### config.mk
export PLATFORM = sky130hd
export DESIGN_NAME = bldc_commutator
export DESIGN_NICKNAME = d
export VERILOG_FILES = /design/src/rtl/bldc_commutator.sv
export SDC_FILE = /design/constraint.sdc
export NUM_CORES = 1
export LEC_CHECK = 0
export CAP_MARGIN = 0
export CORE_UTILIZATION = 30
export CTS_CLUSTER_SIZE = 16
export DETAILED_ROUTE_END_ITERATION = 16
export PLACE_DENSITY = 0.49
export SKIP_LAST_GASP = 1
export SYNTH_ARGS = -nofsm -noshare
export SYNTH_HDL_FRONTEND = slang
export SYNTH_SLANG_ARGS = --single-unit
### constraint.sdc
create_clock -name clock -period 10.6 [get_ports clock]
set_input_delay 2.12 -clock clock [delete_from_list [all_inputs] [get_ports clock]]
set_output_delay 2.12 -clock clock [all_outputs]
set_load 0.01 [all_outputs]
### src/rtl/bldc_commutator.sv
// Six-step BLDC commutation engine: hall synchronisation and glitch filter, latched
// hall fault, signed commutation counter, period-latched PWM and per-phase dead time.
module bldc_commutator #(
    parameter int DUTY_WIDTH      = 9,
    parameter int DEADTIME_CYCLES = 4,
    parameter int HALL_FILTER     = 8,
    parameter int COUNT_WIDTH     = 16
) (
    input  logic                          clock,
    input  logic                          reset_n,
    input  logic                          enable,
    input  logic                          direction,
    input  logic                          brake,
    input  logic [DUTY_WIDTH-1:0]         duty_cycle,
    input  logic [2:0]                    hall,
    output logic [2:0]                    phaseH,
    output logic [2:0]                    phaseL,
    output logic                          fault,
    output logic signed [COUNT_WIDTH-1:0] hall_count
);

    typedef enum logic [1:0] {
        PS_OFF  = 2'd0,
        PS_HIGH = 2'd1,
        PS_LOW  = 2'd2
    } phase_state_t;

    localparam logic [DUTY_WIDTH-1:0] PWM_LAST = {{(DUTY_WIDTH-1){1'b1}}, 1'b0};
    localparam logic [7:0]            FILT_N   = 8'(HALL_FILTER);
    localparam logic [7:0]            DT_LOAD  = 8'(DEADTIME_CYCLES - 1);
    localparam logic [2:0]            IDX_NONE = 3'd7;

    // Position of a hall code in the forward sequence, IDX_NONE for 000/111.
    function automatic logic [2:0] hall_index(input logic [2:0] code);
        case (code)
            3'b101:  hall_index = 3'd0;
            3'b100:  hall_index = 3'd1;
            3'b110:  hall_index = 3'd2;
            3'b010:  hall_index = 3'd3;
            3'b011:  hall_index = 3'd4;
            3'b001:  hall_index = 3'd5;
            default: hall_index = IDX_NONE;
        endcase
    endfunction

    function automatic logic [2:0] idx_next(input logic [2:0] idx);
        idx_next = (idx == 3'd5) ? 3'd0 : idx + 3'd1;
    endfunction

    function automatic logic [2:0] idx_prev(input logic [2:0] idx);
        idx_prev = (idx == 3'd0) ? 3'd5 : idx - 3'd1;
    endfunction

    function automatic logic [7:0] sat_inc8(input logic [7:0] v);
        sat_inc8 = (v == 8'hFF) ? v : v + 8'd1;
    endfunction

    // Forward-table phase numbers, A=0, B=1, C=2.
    function automatic logic [1:0] comm_high(input logic [2:0] idx);
        case (idx)
            3'd0, 3'd1: comm_high = 2'd0;
            3'd2, 3'd3: comm_high = 2'd1;
            default:    comm_high = 2'd2;
        endcase
    endfunction

    function automatic logic [1:0] comm_low(input logic [2:0] idx);
        case (idx)
            3'd0, 3'd5: comm_low = 2'd1;
            3'd1, 3'd2: comm_low = 2'd2;
            default:    comm_low = 2'd0;
        endcase
    endfunction

    logic [2:0] hall_sync_p0, hall_sync_p1;
    logic [2:0] hall_prev_p2;
    logic [7:0] filt_cnt_p2;
    logic [2:0] hall_acc_p3;
    logic       evt_vld_p3, evt_fwd_p3, evt_rev_p3, evt_bad_p3;

    logic [7:0] run_len;
    logic       accept;
    logic [2:0] new_idx, acc_idx;
    logic       step_fwd, step_rev, step_bad;

    always_comb begin
        run_len  = (hall_sync_p1 == hall_prev_p2) ? sat_inc8(filt_cnt_p2) : 8'd1;
        accept   = (hall_sync_p1 != hall_acc_p3) && (run_len >= FILT_N);
        new_idx  = hall_index(hall_sync_p1);
        acc_idx  = hall_index(hall_acc_p3);
        step_fwd = (acc_idx != IDX_NONE) && (new_idx != IDX_NONE) && (new_idx == idx_next(acc_idx));
        step_rev = (acc_idx != IDX_NONE) && (new_idx != IDX_NONE) && (new_idx == idx_prev(acc_idx));
        // Leaving the 000 reset code is exempt; a jump into 000/111 never is.
        step_bad = (new_idx == IDX_NONE) ||
                   ((hall_acc_p3 != 3'b000) && !step_fwd && !step_rev);
    end

    // p0/p1: synchroniser, p2: stability filter, p3: accepted code and its step class
    always_ff @(posedge clock or negedge reset_n) begin
        if (!reset_n) begin
            hall_sync_p0 <= 3'b000;
            hall_sync_p1 <= 3'b000;
            hall_prev_p2 <= 3'b000;
            filt_cnt_p2  <= 8'd0;
            hall_acc_p3  <= 3'b000;
            evt_vld_p3   <= 1'b0;
            evt_fwd_p3   <= 1'b0;
            evt_rev_p3   <= 1'b0;
            evt_bad_p3   <= 1'b0;
        end else begin
            hall_sync_p0 <= hall;
            hall_sync_p1 <= hall_sync_p0;
            hall_prev_p2 <= hall_sync_p1;
            filt_cnt_p2  <= run_len;
            evt_vld_p3   <= accept;
            evt_fwd_p3   <= accept && step_fwd;
            evt_rev_p3   <= accept && step_rev;
            evt_bad_p3   <= accept && step_bad;
            if (accept) begin
                hall_acc_p3 <= hall_sync_p1;
            end
        end
    end

    // p4: fault latch and commutation counter
    always_ff @(posedge clock or negedge reset_n) begin
        if (!reset_n) begin
            fault      <= 1'b0;
            hall_count <= '0;
        end else begin
            if (!enable) begin
                fault <= 1'b0;
            end else if (evt_vld_p3 && evt_bad_p3) begin
                fault <= 1'b1;
            end
            if (evt_fwd_p3) begin
                hall_count <= hall_count + COUNT_WIDTH'(1);
            end else if (evt_rev_p3) begin
                hall_count <= hall_count - COUNT_WIDTH'(1);
            end
        end
    end

    logic [DUTY_WIDTH-1:0] pwm_cnt, duty_q, duty_eff;
    logic                  pwm_on;

    always_ff @(posedge clock or negedge reset_n) begin
        if (!reset_n) begin
            pwm_cnt <= '0;
            duty_q  <= '0;
        end else begin
            pwm_cnt <= (pwm_cnt == PWM_LAST) ? '0 : pwm_cnt + DUTY_WIDTH'(1);
            if (pwm_cnt == '0) begin
                duty_q <= duty_cycle;
            end
        end
    end

    // The boundary cycle itself already uses the incoming duty so every period is whole.
    assign duty_eff = (pwm_cnt == '0) ? duty_cycle : duty_q;
    assign pwm_on   = pwm_cnt < duty_eff;

    logic         drive_ok;
    logic [1:0]   hi_ph, lo_ph;
    phase_state_t req [3];

    // A just-accepted bad step blocks drive now, so outputs drop together with fault.
    assign drive_ok = enable && !fault && !(evt_vld_p3 && evt_bad_p3);

    always_comb begin
        hi_ph = comm_high(acc_idx);
        lo_ph = comm_low(acc_idx);
        if (direction) begin
            hi_ph = comm_low(acc_idx);
            lo_ph = comm_high(acc_idx);
        end
        for (int p = 0; p < 3; p++) begin
            req[p] = PS_OFF;
            if (drive_ok) begin
                if (brake) begin
                    req[p] = PS_LOW;
                end else if (acc_idx != IDX_NONE) begin
                    if (2'(p) == hi_ph) begin
                        req[p] = pwm_on ? PS_HIGH : PS_LOW;
                    end else if (2'(p) == lo_ph) begin
                        req[p] = PS_LOW;
                    end
                end
            end
        end
    end

    phase_state_t tgt [3];
    logic [7:0]   dt_cnt [3];
    logic [2:0]   out_h, out_l;

    // p5: per-phase dead time and registered gate drive
    always_ff @(posedge clock or negedge reset_n) begin
        if (!reset_n) begin
            for (int p = 0; p < 3; p++) begin
                tgt[p]    <= PS_OFF;
                dt_cnt[p] <= 8'd0;
            end
            out_h <= 3'b000;
            out_l <= 3'b000;
        end else begin
            for (int p = 0; p < 3; p++) begin
                if (req[p] == PS_OFF) begin
                    tgt[p]    <= PS_OFF;
                    dt_cnt[p] <= 8'd0;
                    out_h[p]  <= 1'b0;
                    out_l[p]  <= 1'b0;
                end else if (req[p] != tgt[p]) begin
                    tgt[p]    <= req[p];
                    dt_cnt[p] <= DT_LOAD;
                    out_h[p]  <= 1'b0;
                    out_l[p]  <= 1'b0;
                end else if (dt_cnt[p] != 8'd0) begin
                    dt_cnt[p] <= dt_cnt[p] - 8'd1;
                    out_h[p]  <= 1'b0;
                    out_l[p]  <= 1'b0;
                end else begin
                    out_h[p]  <= (tgt[p] == PS_HIGH);
                    out_l[p]  <= (tgt[p] == PS_LOW);
                end
            end
        end
    end

    assign phaseH = {out_h[0], out_h[1], out_h[2]};
    assign phaseL = {out_l[0], out_l[1], out_l[2]};

endmodule

**Word level (Yosys, flattened, before mapping)**

Cells that the tools add are included.

- Add/subtract/negate cells: 9
- $mul: 0
- Divide/modulo/power cells: 0
- Magnitude comparators: 2
- Equality and inequality tests: 39
- Shift-type cells: 0
- Mux-type cells: 65
- Bitwise operators: 0
- Reduce and logical (&&, ||, !) cells: 39

Operator list:

| kind | number |
|---|---|
| 2-to-1 mux 8 bit | 11 |
| 2-to-1 mux 2 bit | 24 |
| one-hot mux 3 bit (6 select lines) | 2 |
| 2-to-1 mux 16 bit | 2 |
| == test 3 bit (second input constant) | 8 |
| nonzero test 8 bit | 3 |
| subtractor 8 x 1 -> 8 bit (second input constant) | 3 |
| 2-to-1 mux 1 bit | 20 |
| == test 3 x 2 -> 1 bit (second input constant) | 6 |
| 2-to-1 mux 9 bit | 2 |
| adder 16 x 2 -> 16 bit (second input constant) | 1 |
| subtractor 16 x 2 -> 16 bit (second input constant) | 1 |
| logical AND 1 bit | 12 |
| nonzero test 3 bit | 4 |
| logical NOT 2 bit | 5 |
| adder 9 x 1 -> 9 bit (second input constant) | 1 |
| == test 3 x 1 -> 1 bit (second input constant) | 3 |
| == test 3 bit | 3 |
| == test 9 bit (second input constant) | 1 |
| logical NOT 9 bit | 1 |
| < comparator 9 bit | 1 |
| adder 8 x 1 -> 8 bit (second input constant) | 1 |
| == test 8 bit (second input constant) | 1 |
| greater-or-equal comparator 8 x 4 -> 1 bit (second input constant) | 1 |
| other kinds (17) | 37 |

- Flip-flop bits (word level): 95
- Bits in latches: 0
- Bits in writable memories: 0
- ROM bits: 0
- Input bits: 17
- Logic and storage cells: 175
- Memories: 0

**Depth between registers and ports, before layout**

Gate-level depths: netlist of the first run.

- Depth in word-level cells: 15
- Depth in mapped cells: 14
- Depth with buffers taken out: 14

**Worst setup path after synthesis of the first run**

No wires, ideal clock.

- Path kind: input-to-reg
- Start: in duty_cycle[6]
- End: reg out_l[1]
- Setup time: 0.120 ns
- Arrival: 4.338 ns
- Data required time: 10.480 ns
- Path slack: 6.142 ns
- Stages on the path: 10
- Buffers on the path: 0
- Cell sequence: mux2_2 -> inv_1 -> ha_1 -> a21o_1 -> a211oi_2 -> a21oi_1 -> a211oi_4 -> o21ai_2 -> a32oi_4 -> and3b_1

- Cells in the longest elaborated chain, start to end: 10

Ends and longest elaborated chain:

| element | line | RTL |
|---|---|---|
| from (decl) | 14 | `input logic [DUTY_WIDTH-1:0] duty_cycle,` |
| 2-to-1 mux 9 bit * | 160 | `assign duty_eff = (pwm_cnt == '0) ? duty_cycle : duty_q;` |
| < comparator 9 bit * | 161 | `assign pwm_on = pwm_cnt < duty_eff;` |
| 2-to-1 mux 2 bit * | 184 | `req[p] = pwm_on ? PS_HIGH : PS_LOW;` |
| 2-to-1 mux 2 bit * | 183 | `if (2'(p) == hi_ph) begin` |
| 2-to-1 mux 2 bit * | 182 | `end else if (acc_idx != IDX_NONE) begin` |
| 2-to-1 mux 2 bit * | 180 | `if (brake) begin` |
| 2-to-1 mux 2 bit * | 179 | `if (drive_ok) begin` |
| inequality test 2 bit | 213 | `end else if (req[p] != tgt[p]) begin` |
| 2-to-1 mux 1 bit | 213 |  |
| 2-to-1 mux 1 bit * | 208 | `if (req[p] == PS_OFF) begin` |
| to (signal, indexed assignment) | 224 | `out_l[p] <= (tgt[p] == PS_LOW);` |
| to (decl) | 195 | `logic [2:0] out_h, out_l;` |

Every way passes the cells marked *; elsewhere a longest branch is shown, timed or not.
A chain may end at the register's enable or synchronous reset.

**Final worst setup path of the first run**

- Start: in duty_cycle[2]
- End: reg out_l[1]

Same word-level chain as after synthesis.

==> results.yml, run 1 <==
status:
  status: "finished, final reports clean"
clocking:
  cts.repair.resized: 0
  worstSkewPairLatency_ps: 350
  clockBufferDepth: 2
  numCtsBuffers: 9
  cts.reportedPaths.clkPinSlew_ps: 70
  cts_hold_buf: 0
  htreeDepth: 3
  clkSinkCount: 95
  post-cts-setup-buffers: 0
  cts-root-buf: "clkbuf_16"
  cts_tree: "yes"
floorplanning:
  die-area_um2: 18470
  die_h_um: 135.9
  die_w_um: 135.9
  initial_core_util_pct: 30.89
  std_cell_rows: 48
  ios: 40
  core_area_um2: 17420
global_routing:
  grt_pass1_wl_um: 18680
  track_usage_pct: 12.71
  grt-ovfl-total: 0
  antenna_found_initial: 0
  grt_max_degree: 52
  grt_pass1_vias: 4037
setup_path:
  crit_path_max_incr_delay_ps: 390
  path_common_cell: "a21o_1"
  rr_startpoint: "pwm_cnt[0]$_DFF_PN0_"
  critPathKind: "in2reg"
  critPathSlowestCell: "clkdlybuf4s50_1"
  arrival_ps: 4940
  r2r-end: "out_l[1]$_DFF_PN0_"
  end_kind: "flip-flop"
  reg2reg_depth: 14
  cp_max_fo: 9
  r2r_setup_slack_ps: 6610
  worst_ep_required_time_ps: 10840
  cp-start-kind: "input port"
  crit_chain: "clkdlybuf4s50_1, mux2i_1, ha_1, a21o_1, a21o_1, a21oi_1, o211ai_4, a211oi_4, o21ai_2, a32oi_4, and3b_1"
sta:
  relSlewSlack_pct: 44.77
  hold_viol: 0
  worstMarginPinSlew_ps: 822.2
  min_period_over_period_pct: 44.32
  slew_viol_final: 0
  rsz0062_at_grt: "no"
  setup_viol_count_final: 0
  clock_skew_ps: 7.328
  timing.final.crit_period_ps: 4698
  max_freq_ghz: 0.2129
  tns_ps: 0
placement:
  io_buffer_count: 39
  gp_congestion: 0.8246
  dp_hpwl_um: 7781
  place_inst: 812
detailed_routing:
  num_vias: 4110
  drcViolationCount: 0
  first_pass_iters: 4
  finalWirelength_um: 10810
  wl_per_cell_um: 13.06
  vias_per_cell: 4.964
  ant_nets: 0
  drtIter0Drc: 174
power_and_ir_drop:
  power_density_nw_per_um2: 126.0
  peakVddDrop_mv: 0.07476
  leakagePower_nw: 2.805
final_layout:
  area_growth_syn_to_layout_pct: 17.65
  utilization_pct: 36.34
  finish.net_count: 645
  drive_above_1_share_pct: 7.794
  final_cells: 828
  diodes: 0
logic_synthesis:
  ys_warn_count: 0
  synth_enable_flop_cells: 0
  syn_inst: 559
  synth_cell_types: 67
  synth_top_area_share_pct: 44.19
  postSynthAreaPerCell_um2: 9.625
  synthFlopType: "dfrtp_1"
  syn-num-nets: 606
  synthTopCellsByArea: "dfrtp_1 44%, ha_1 6.7%, nor2_1 4.0%"
  async_flop_share_pct: 100.0
  yosys.area.top_type: "dfrtp_1"
  netlist_area_um2: 5380
  ys_ff_latch: 95
  synth_seq_area_share_pct: 44.19
job:
  cap_viol_max_count: 0
worst_hold_path:
  hold_path_depth: 0
  min_path_type: "reg2reg"
  hold_end: "hall_sync_p1[0]$_DFF_PN0_"
  min-delay-start: "hall_sync_p0[0]$_DFF_PN0_"
-- cells in the mapped netlist, drive strengths merged, types with 11 or more instances --
| cell type | n |
|---|---|
| dfrtp | 95 |
| nor2 | 60 |
| nand2 | 52 |
| a21oi | 40 |
| inv | 30 |
| ha | 29 |
| o21ai | 29 |
| xnor2 | 20 |
| nand3 | 19 |
| xor2 | 19 |
| nor3 | 17 |
| mux2i | 12 |
| nor2b | 11 |
-- worst max-delay path by stage --
stage	endpoint	slack, ps	from	cells after the start
6_report	out_l[1]$_DFF_PN0_	5900	duty_cycle[2]	11
5_1_grt	dt_cnt[2]$_DFFE_PN0P_	5720	duty_cycle[6]	11
4_1_cts	dt_cnt[2]$_DFFE_PN0P_	5900	duty_cycle[6]	11
3_5_place_dp	out_l[1]$_DFF_PN0_	5520	duty_cycle[6]	11
3_3_place_gp	out_l[1]$_DFF_PN0_	5540	duty_cycle[6]	11
2_1_floorplan	out_l[1]$_DFF_PN0_	6140	duty_cycle[6]	10
-- cell type report --
class / instances / area (µm²)
multi-input cells: 421 / 2833
well taps: 225 / 281.5
clock inverters: 7 / 97.59
clock buffers: 9 / 225.2
inverters: 30 / 112.6
fillers: 1746 / 11090
flip-flops and latches: 95 / 2377
repair buffers: 41 / 402.9
-- cell usage in the layout, fill, tap and decap left out, types with 8 or more instances in the layout --
cell type,n
mux2i_1,12
xnor2_1,20
mux2_2,8
xor2_1,19
dfrtp_1,95
clkdlybuf4s50_1,38
clkbuf_16,9
nor3_1,16
inv_1,30
nor2_1,58
a21oi_1,39
nand2_1,52
o21ai_0,24
nand3_1,18
ha_1,29
nor2b_1,11
-- through the flow --
step | power, mW | instance area, µm² | hold WS (ps) | setup WS, ps
5_1_grt | 0.8359 | 6330 | 358.6 | 5718
3_5_place_dp | 0.4525 | 6007 | 335.8 | 5520
2_1_floorplan | 0.4280 | 5380 | 331.2 | 6142
3_3_place_gp | 0.4514 | 6007 | 338.4 | 5536
6_report | 0.7978 | 6330 | 351.6 | 5902
4_1_cts | 0.8146 | 6330 | 352.2 | 5898
-- cell families after synthesis --
group | count (synthesis) | synth area share (%)
AND/OR/NAND/NOR | 210 | 19.74
multiplexers | 20 | 3.907
XOR/XNOR | 39 | 6.349
AO/OA/AOI/OAI | 122 | 15.54
flip-flops | 95 | 44.19
adder cells (fa/ha/maj) | 30 | 7.116
buffers and inverters | 43 | 3.163
-- power by group --
part	internal, mW	switching [mW]
Clock	0.207	0.146
Combinational	0.0288	0.0393
Sequential	0.369	0.00703
Total	0.605	0.192
-- per-layer routing --
| metal | wire, µm | global-route usage [%] |
|---|---|---|
| met1 | 5096 | 15.38 |
| met2 | 5136 | 21.51 |
| met4 | 159 | 3.951 |
| met5 | 0 | 0 |
| met3 | 418 | 3.878 |
-- critical path: cells and delay by family --
| kind | cells | cell delay [ps] |
|---|---|---|
| AO/OA/AOI/OAI | 7 | 1710 |
| buffers and inverters | 1 | 390 |
| adder cells (fa/ha/maj) | 1 | 290 |
| AND/OR/NAND/NOR | 1 | 220 |
| multiplexers | 1 | 190 |
-- state kept, by name (all words and copies together), names as in the netlist --
name	count
duty_q	9
dt_cnt	24
hall_count	16
evt_fwd_p3	1
evt_rev_p3	1
fault	1
hall_prev_p2	3
hall_acc_p3	3
out_l	3
hall_sync_p0	3
filt_cnt_p2	8
out_h	3
tgt	6
hall_sync_p1	3
evt_bad_p3	1
evt_vld_p3	1
pwm_cnt	9
Power figures use the tool's default switching activity.
==> run 2, diff against run 1 <==
Settings changed: PLACE_DENSITY 0.49 to 0.51.
Clock period 10.6 ns to 4.2 ns, I/O delays scaled along.
==> results.yml, run 2 (synthesis results as in run 1) <==
placement:
  dp_hpwl_um: 7924
  io_buffer_count: 39
  gp_congestion: 0.7830
detailed_routing:
  first_pass_iters: 4
  wl_per_cell_um: 13.04
  finalWirelength_um: 10840
  vias_per_cell: 4.924
  num_vias: 4092
  drcViolationCount: 0
  drtIter0Drc: 166
  ant_nets: 0
power_and_ir_drop:
  p_sw_share_pct: 23.91
  power_density_nw_per_um2: 308.1
  p_sw_mw: 0.4672
  peakVddDrop_mv: 0.2214
  power.clock.fraction_pct: 42.5
  combinationalPowerShare_pct: 8.9
  p_seq_share_pct: 48.7
  p_int_mw: 1.487
  leakagePower_nw: 2.808
floorplanning:
  die-area_um2: 18470
  core_area_um2: 17420
  die_w_um: 135.9
  std_cell_rows: 48
  initial_core_util_pct: 30.89
  ios: 40
  die_h_um: 135.9
final_layout:
  area_growth_syn_to_layout_pct: 17.86
  utilization_pct: 36.41
  final_common_cell: "dfrtp_1"
  reg_top3: "dt_cnt: 24 flops, hall_count: 16 flops"
  diodes: 0
  largest_reg_flops: 24
  drive_above_1_share_pct: 8.086
  regMostFlops: "dt_cnt"
  nFillCells: 1770
  finish.net_count: 648
  final_cell_mix: "95 x dfrtp_1, 58 x nor2_1, 52 x nand2_1"
clocking:
  numCtsBuffers: 9
  clockBufferDepth: 2
  cts_tree: "yes"
  cts-root-buf: "clkbuf_16"
  htreeDepth: 3
  worstSkewPairLatency_ps: 350
  clkSinkCount: 95
  cts.reportedPaths.clkPinSlew_ps: 70
sta:
  setup_viol_count_final: 0
  min_period_over_period_pct: 92.11
  tns_ps: 0
  timing.final.crit_period_ps: 3869
  clock_skew_ps: 6.725
  max_freq_ghz: 0.2585
  hold_viol: 0
  worstMarginPinSlew_ps: 935.9
  slew_viol_final: 0
  rsz0062_at_grt: "no"
  relSlewSlack_pct: 37.61
global_routing:
  grt_pass1_wl_um: 18680
  antenna_found_initial: 0
  grt-ovfl-total: 0
  track_usage_pct: 12.78
  grt_max_degree: 73
  grt_pass1_vias: 4036
status:
  status: "finished, final reports clean"
setup_path:
  reg2reg_depth: 14
  cp-start-kind: "flip-flop"
  worst_ep_required_time_ps: 4440
  critPathKind: "reg2reg"
  arrival_ps: 4110
  cp_max_fo: 9
  end_kind: "flip-flop"
worst_hold_path:
  hold_path_depth: 0
  min_path_type: "reg2reg"
job:
  cap_viol_max_count: 0
==> run 2: changes by cell type in the layout (fill, tap and decap cells not counted), sizes merged <==
cell    delta
clkbuf     +3
buf        +3
bufinv     -1
clkinv     -3
inv        +1
==> run 2: worst paths after layout <==
check / slack [ps] / end / startpoint
max: 330 / out_l[1]$_DFF_PN0_ / pwm_cnt[0]$_DFF_PN0_
min: 350 / hall_sync_p1[1]$_DFF_PN0_ / hall_sync_p0[1]$_DFF_PN0_
max reg2reg: 330 / out_l[1]$_DFF_PN0_ / pwm_cnt[0]$_DFF_PN0_
min reg2reg: 350 / hall_sync_p1[1]$_DFF_PN0_ / hall_sync_p0[1]$_DFF_PN0_
max in group asynchronous: 2740 / dt_cnt[4]$_DFFE_PN0P_ / reset_n
min in group asynchronous: 600 / hall_count[11]$_DFFE_PN0P_ / reset_n
==> run 2: critical path, stage by stage, from the launching register on <==
cell and delay (ps):
dfrtp_1 440, inv_1 130, ha_1 160, nor4b_4 240
nand2_1 230, mux2_2 340, inv_1 60, ha_1 230
a21o_1 180, a211oi_2 310, a21oi_1 300, a211oi_4 390
o21ai_2 120, a32oi_4 390, and3b_1 220
==> run 2: repair_timing <==
| item | in CTS | in global routing |
|---|---|---|
| hold buffers | 0 | 0 |
| resized for setup | 0 | 2 |
| endpoints found under the setup margin | 0 | 7 |
| buffers inserted | 0 | 0 |
| hold endpoints to repair | 0 | 0 |
==> run 2: power groups by stage <==
stage               sequential, mW  combinational (mW)  clock (mW)
floorplan                    0.959               0.121           0
global placement             0.967               0.172           0
detailed placement           0.968               0.174           0
CTS                          0.950               0.175       0.872
global route                 0.953               0.198       0.904
finish                       0.951               0.173       0.830
==> run 2: area by class of cell <==
cell class,count,area [µm²],area share (%)
clock inverters,4,53.80,0.8485
well taps,225,281.5,4.440
flip-flops and latches,95,2377,37.49
repair buffers,44,425.4,6.709
clock buffers,12,246.5,3.887
multi-input cells,421,2844,44.85
inverters,30,112.6,1.776
==> run 2: routing by layer <==
metal  up-vias  GRT usage, %  part of all wire, %
met5         -             0                    0
met4         0         3.889                  1.3
met3        12         4.437                  5.0
met2        74         21.60                   47
met1      1938         15.17                   46
li1       2068             -                    -
==> run 2: stage by stage <==
stage / setup slack (ps) / hold WS [ps] / power [mW] / cells / cell area (µm²)
finish: 331.3 / 346.9 / 1.954 / 831 / 6341
global route: 34.39 / 359.5 / 2.055 / 831 / 6341
CTS: 233.4 / 350.9 / 1.997 / 831 / 6330
detailed placement: 236.8 / 335.8 / 1.142 / 815 / 6030
global placement: 388.3 / 340.0 / 1.139 / 815 / 6030
floorplan: 605.4 / 331.2 / 1.080 / 559 / 5380
